===== config.mk =====
export PLATFORM = sky130hd
export DESIGN_NAME = mem_hit_arbiter
export DESIGN_NICKNAME = d
export VERILOG_FILES = /design/src/rtl/mem_hit_arbiter.sv
export SDC_FILE = /design/constraint.sdc
export NUM_CORES = 1
export LEC_CHECK = 0
export CAP_MARGIN = 20
export CORE_MARGIN = 2
export CORE_UTILIZATION = 43
export DETAILED_ROUTE_END_ITERATION = 10
export GPL_TIMING_DRIVEN = 0
export PLACE_DENSITY = 0.87
export SLEW_MARGIN = 5
export SYNTH_ARGS = -nofsm -noshare
export SYNTH_HDL_FRONTEND = slang
export SYNTH_SLANG_ARGS = --single-unit

===== constraint.sdc =====
create_clock -name CLK -period 5.2 [get_ports CLK]
set_input_delay 1.56 -clock CLK [delete_from_list [all_inputs] [get_ports CLK]]
set_output_delay 1.56 -clock CLK [all_outputs]
set_load 0.01 [all_outputs]

===== src/rtl/mem_hit_arbiter.sv =====
// Single-port RAM arbiter: serializes fetch and load/store requests, data first.
// Optional ARB_FAIRNESS_EN forces an instruction grant after STARVE_MAX data grants.
module mem_hit_arbiter #(
   parameter int unsigned LAT        = 2,
   parameter int unsigned STARVE_MAX = 4
) (
   input  logic        CLK,
   input  logic        RST,
   input  logic        iREN,
   input  logic [31:0] iaddr,
   input  logic        dREN,
   input  logic        dWEN,
   input  logic [31:0] daddr,
   input  logic [31:0] dstore,
   output logic        ihit,
   output logic        dhit,
   output logic [31:0] iload,
   output logic [31:0] dload,
   output logic        ramREN,
   output logic        ramWEN,
   output logic [31:0] ramaddr,
   output logic [31:0] ramstore,
   input  logic [31:0] ramload
);

   localparam int unsigned CW = $clog2(LAT + 1);

   typedef enum logic [1:0] {StIdle, StIacc, StDacc, StResp} state_e;

   state_e          r_state;
   state_e          w_state_next;
   logic [CW-1:0]   r_cnt;
   logic [CW-1:0]   w_cnt_next;
   logic            r_is_wr;
   logic            w_is_wr_next;
   logic            r_ihit;
   logic            r_dhit;
   logic            w_ihit_next;
   logic            w_dhit_next;
   logic [31:0]     r_iload;
   logic [31:0]     r_dload;
   logic            w_cap_i;
   logic            w_cap_d;
   logic            r_ramren;
   logic            r_ramwen;
   logic            w_ramren_next;
   logic            w_ramwen_next;
   logic [31:0]     r_ramaddr;
   logic [31:0]     r_ramstore;
   logic [31:0]     w_ramaddr_next;
   logic [31:0]     w_ramstore_next;
   logic            w_data_req;
   logic            w_grant_i;
   logic            w_grant_d;
   logic            w_abort;
   logic            w_last;

   assign w_data_req = dREN | dWEN;
   assign w_last     = (r_cnt == '0);

`ifdef ARB_FAIRNESS_EN
   localparam int unsigned SW = (STARVE_MAX > 0) ? $clog2(STARVE_MAX + 1) : 1;

   logic [SW-1:0] r_starve;
   logic          w_force_i;

   assign w_force_i = iREN && (r_starve >= SW'(STARVE_MAX));
   assign w_grant_d = w_data_req && !w_force_i;
   assign w_grant_i = iREN && !w_grant_d;

   // Counts only data grants that bypassed a waiting fetch; saturates at STARVE_MAX.
   always_ff @(posedge CLK) begin
      if (RST) begin
         r_starve <= '0;
      end else if (r_state == StIdle) begin
         if (!iREN || w_grant_i) begin
            r_starve <= '0;
         end else if (w_grant_d && (r_starve < SW'(STARVE_MAX))) begin
            r_starve <= r_starve + 1'b1;
         end
      end
   end
`else
   assign w_grant_d = w_data_req;
   assign w_grant_i = iREN && !w_data_req;
`endif

   // Only reads can be aborted; a write runs to completion regardless of dWEN.
   always_comb begin
      w_abort = 1'b0;
      if (r_state == StIacc) begin
         w_abort = !iREN;
      end else if (r_state == StDacc) begin
         w_abort = !r_is_wr && !dREN;
      end
   end

   always_comb begin
      w_state_next    = r_state;
      w_cnt_next      = r_cnt;
      w_is_wr_next    = r_is_wr;
      w_ramaddr_next  = r_ramaddr;
      w_ramstore_next = r_ramstore;
      w_ihit_next     = 1'b0;
      w_dhit_next     = 1'b0;
      w_cap_i         = 1'b0;
      w_cap_d         = 1'b0;

      unique case (r_state)
         StIdle: begin
            if (w_grant_d) begin
               w_state_next    = StDacc;
               w_cnt_next      = CW'(LAT - 1);
               w_is_wr_next    = dWEN;
               w_ramaddr_next  = daddr;
               w_ramstore_next = dstore;
            end else if (w_grant_i) begin
               w_state_next   = StIacc;
               w_cnt_next     = CW'(LAT - 1);
               w_is_wr_next   = 1'b0;
               w_ramaddr_next = iaddr;
            end
         end
         StIacc, StDacc: begin
            if (w_abort) begin
               w_state_next = StIdle;
               w_cnt_next   = '0;
            end else if (w_last) begin
               w_state_next = StResp;
               if (r_state == StIacc) begin
                  w_ihit_next = 1'b1;
                  w_cap_i     = 1'b1;
               end else begin
                  w_dhit_next = 1'b1;
                  w_cap_d     = !r_is_wr;
               end
            end else begin
               w_cnt_next = r_cnt - 1'b1;
            end
         end
         StResp: begin
            w_state_next = StIdle;
         end
         default: begin
            w_state_next = StIdle;
         end
      endcase
   end

   // Strobes are registered from the next state so they line up with the ACC cycles.
   always_comb begin
      w_ramren_next = 1'b0;
      w_ramwen_next = 1'b0;
      if (w_state_next == StIacc) begin
         w_ramren_next = 1'b1;
      end else if (w_state_next == StDacc) begin
         w_ramren_next = !w_is_wr_next;
         w_ramwen_next = w_is_wr_next;
      end
   end

   always_ff @(posedge CLK) begin
      if (RST) begin
         r_state    <= StIdle;
         r_cnt      <= '0;
         r_is_wr    <= 1'b0;
         r_ihit     <= 1'b0;
         r_dhit     <= 1'b0;
         r_iload    <= '0;
         r_dload    <= '0;
         r_ramren   <= 1'b0;
         r_ramwen   <= 1'b0;
         r_ramaddr  <= '0;
         r_ramstore <= '0;
      end else begin
         r_state    <= w_state_next;
         r_cnt      <= w_cnt_next;
         r_is_wr    <= w_is_wr_next;
         r_ihit     <= w_ihit_next;
         r_dhit     <= w_dhit_next;
         r_ramren   <= w_ramren_next;
         r_ramwen   <= w_ramwen_next;
         r_ramaddr  <= w_ramaddr_next;
         r_ramstore <= w_ramstore_next;
         if (w_cap_i) begin
            r_iload <= ramload;
         end
         if (w_cap_d) begin
            r_dload <= ramload;
         end
      end
   end

   assign ihit     = r_ihit;
   assign dhit     = r_dhit;
   assign iload    = r_iload;
   assign dload    = r_dload;
   assign ramREN   = r_ramren;
   assign ramWEN   = r_ramwen;
   assign ramaddr  = r_ramaddr;
   assign ramstore = r_ramstore;

endmodule


==> metrics.yaml <==
outcome:
  status: "complete, no violations"
clock_network:
  clock_latency_ns: 0.42
  postCtsSetupBuffers: 0
  ctsHoldBuffers: 0
  cts_tree: "yes"
  cts_resized: 0
  cts_root_buf: "clkbuf_16"
  clkTransAtPathRegs_ns: 0.06
  cts_made_buffers: 17
  cts_htree_levels: 4
  clkSinkCount: 137
  max-clock-path-buffers: 2
sta:
  finalSetupTns_ns: 0
  tightest_slew_ns: 0.647
  max-slew-margin-rel_pct: 56.8
  fin_crit_sh_pct: 59.4
  setup-violations-final: 0
  setup_slack_ns: 2.11
  grt_setup_unrepaired: "no"
  fmax_ghz: 0.324
  fin_crit_ns: 3.09
  clock_skew_ns: 0.00870
  maxSlewViolCount: 0
  timing_hold_violations_final: 0
global_route:
  grt_start_max_net_pins: 17
  use_met3_pct: 7.68
  grt-ovfl-total: 0
  use_met1_pct: 29.4
  grt_pass1_vias: 5506
  use_met2_pct: 44.7
  antenna_found_initial: 0
  grt_pass1_wl_um: 26500
  grt_use_total_pct: 25.6
  busiest_layer: "met2"
synthesis:
  yosys-top-cells-area: "dfxtp_1 (52%), nand2_1 (16%), a21oi_1 (9.3%)"
  ys_top_cells_by_count: "nand2_1 (226), dfxtp_1 (137), a21oi_1 (98), nor2_1 (38), clkbuf_1 (34)"
  synth_top_area_share_pct: 52.3
  yosysTopAreaCell: "dfxtp_1"
  synth_top_flop_cell: "dfxtp_1"
  postSynthAreaPerCell_um2: 7.93
  netlist_instances: 662
  synth_cell_types: 36
  yosysSeqAreaShare_pct: 52.3
  syn_area_um2: 5250
  synth_fp_nets: 799
  synth_edf_count: 0
  synth.most_common_cell: "nand2_1"
  ys_ff_latch: 137
  yosys_warnings: 0
  ys_async_sr_fraction_pct: 0
setup_path:
  required_ns: 5.51
  worstPathArrival_ns: 3.40
  crit_start: "dREN"
  worst-path-buf-inv: 3
  worst_setup_path_start_kind: "input port"
  reg2reg_depth: 7
  cp_num_cells: 6
  worstReg2RegStart: "r_state[1]$_SDFF_PP0_"
  slowest_stage: "clkdlybuf4s50_1"
  cp_cell_sequence: "clkdlybuf4s50_1 > buf_2 > nor2_2 > clkbuf_1 > nand2_1 > a311oi_1"
  critPathMaxStageDelay_ns: 0.45
  path_class: "in -> reg"
  crit_family: "buffers and inverters"
  crit_fanout: 10
  critPathCaptureType: "flip-flop"
place:
  place_ws_ns: 1.75
  dpl_cell_area_um2: 8050
  io_buffers: 262
  dp_hpwl_um: 12400
  finalWeightedCongestion: 0.820
pwr:
  intPower_uw: 2820
  peakVddDrop_mv: 0.247
  pwr-share-clk_pct: 26.7
  p_leak_uw: 0.00310
  p_seq_share_pct: 33.6
  switching_power_uw: 1480
  pwr-share-comb_pct: 39.7
  swShare_pct: 34.5
  power.density_nw_per_um2: 499
routing:
  viasPerCell: 5.10
  num_vias: 5629
  wirelength_um: 17100
  drc: 0
  drt-wirelength-per-cell_um: 15.5
  drt_iter0_markers: 341
  firstDrtPassIters: 4
  antenna_left: 0
finish:
  nets: 1080
  diodes: 0
  area_growth_pct: 64.2
  fill_cells: 931
  stdcell_area_um2: 8620
  drive_above_1_share_pct: 6.07
job:
  cap_violations: 0
floorplanning:
  die_w_um: 114
  start_util_pct: 43.9
  dieArea_um2: 13100
  core_area_um2: 12000
  num_rows: 40
  io_pins: 265
  fp.dieH_um: 114
worst_hold_path:
  holdPathStages: 2
  min_path_type: "reg -> reg"
  min_from: "ramstore[20]$_SDFFE_PP0P_"
-- power by group through the flow --
| stage | sequential, µW | clock [µW] | combinational (µW) |
|---|---|---|---|
| floorplan | 1570 | 0 | 771 |
| global placement | 1450 | 0 | 1680 |
| detailed placement | 1470 | 0 | 1700 |
| CTS | 1450 | 1150 | 1720 |
| global route | 1470 | 1200 | 1870 |
| finish | 1450 | 1150 | 1710 |
-- per-stage QoR --
stage | utilization [%] | power (µW) | hold WS (ns) | std cells
after floorplan | - | 2340 | 0.481 | 662
after detailed placement | 67.3 | 3170 | 0.446 | 1071
final | 72.1 | 4300 | 0.451 | 1103
after global placement | 67.3 | 3130 | 0.440 | 1071
after CTS | 72.1 | 4320 | 0.454 | 1103
after global routing | 72.1 | 4540 | 0.469 | 1103
-- flip-flops by register name, summed over array words and instances, names as in the netlist --
register and flops:
ramaddr 32, r_is_wr 1, r_cnt 2, ramstore 32
ramREN 1, dload 32, ramWEN 1, dhit 1
r_state 2, iload 32, ihit 1
-- worst register-to-register path, stage by stage (launching register included) --
cell	delay [ns]
dfxtp_1	0.37
inv_1	0.07
ha_1	0.40
nand2_4	0.10
nor4b_2	0.57
buf_2	0.33
nand2_1	0.08
a21oi_1	0.15
-- metal layers --
metal	wire length [µm]	vias to the layer above
li1	-	2797
met1	6910	2612
met3	1170	26
met5	0	-
met4	331	0
met2	8690	194
-- layout make-up --
| type | count | area, µm² | area share [%] |
|---|---|---|---|
| inverters | 5 | 18.8 | 0.218 |
| plain buffers | 55 | 258 | 2.99 |
| repair buffers | 262 | 2620 | 30.4 |
| well taps | 147 | 184 | 2.13 |
| multi-input cells | 465 | 2230 | 25.9 |
| clock buffers | 19 | 443 | 5.14 |
| clock inverters | 13 | 121 | 1.41 |
| flip-flops and latches | 137 | 2740 | 31.8 |
-- placed cells by master (no fill, tap or decap), drive strengths merged --
| master | Yosys | layout |
|---|---|---|
| clkdlybuf4s50 | 0 | 262 |
| nand2 | 227 | 227 |
| dfxtp | 137 | 137 |
| a21oi | 98 | 98 |
| clkbuf | 34 | 53 |
| nor2 | 39 | 39 |
| o21ai | 34 | 34 |
| a311oi | 32 | 32 |
| buf | 21 | 21 |
| inv | 5 | 8 |
| nor2b | 5 | 5 |
| clkinv | 0 | 5 |
| nor3 | 4 | 4 |
| ha | 4 | 4 |
| clkinvlp | 0 | 4 |
| nor4b | 3 | 3 |
| or2 | 2 | 2 |
| a22oi | 2 | 2 |
| nand3 | 2 | 2 |
| nand2b | 1 | 1 |
| or4b | 1 | 1 |
| o31a | 1 | 1 |
| o32ai | 1 | 1 |
| o41ai | 1 | 1 |
| and2 | 1 | 1 |
| o31ai | 1 | 1 |
| nor3b | 1 | 1 |
| o21bai | 1 | 1 |
| nand4 | 1 | 1 |
| a211oi | 1 | 1 |
| a31oi | 1 | 1 |
| nor4 | 1 | 1 |
| bufinv | 0 | 1 |
-- final timing paths --
check	endpoint	slack, ns
setup / recovery	ramaddr[3]$_SDFFE_PP0P_	2.11
hold / removal	ramstore[20]$_SDFFE_PP0P_	0.45
setup reg to reg	dload[30]$_SDFFE_PP0P_	3.04
hold reg to reg	ramstore[20]$_SDFFE_PP0P_	0.45
-- kinds of logic after synthesis --
logic type	Yosys count	share of synthesized area, %
fa+ha+maj	4	0.954
simple gates	288	22.2
flops	137	52.3
compound gates	173	19.3
buf+inv	60	5.27
(Power assumes the default switching activity.)
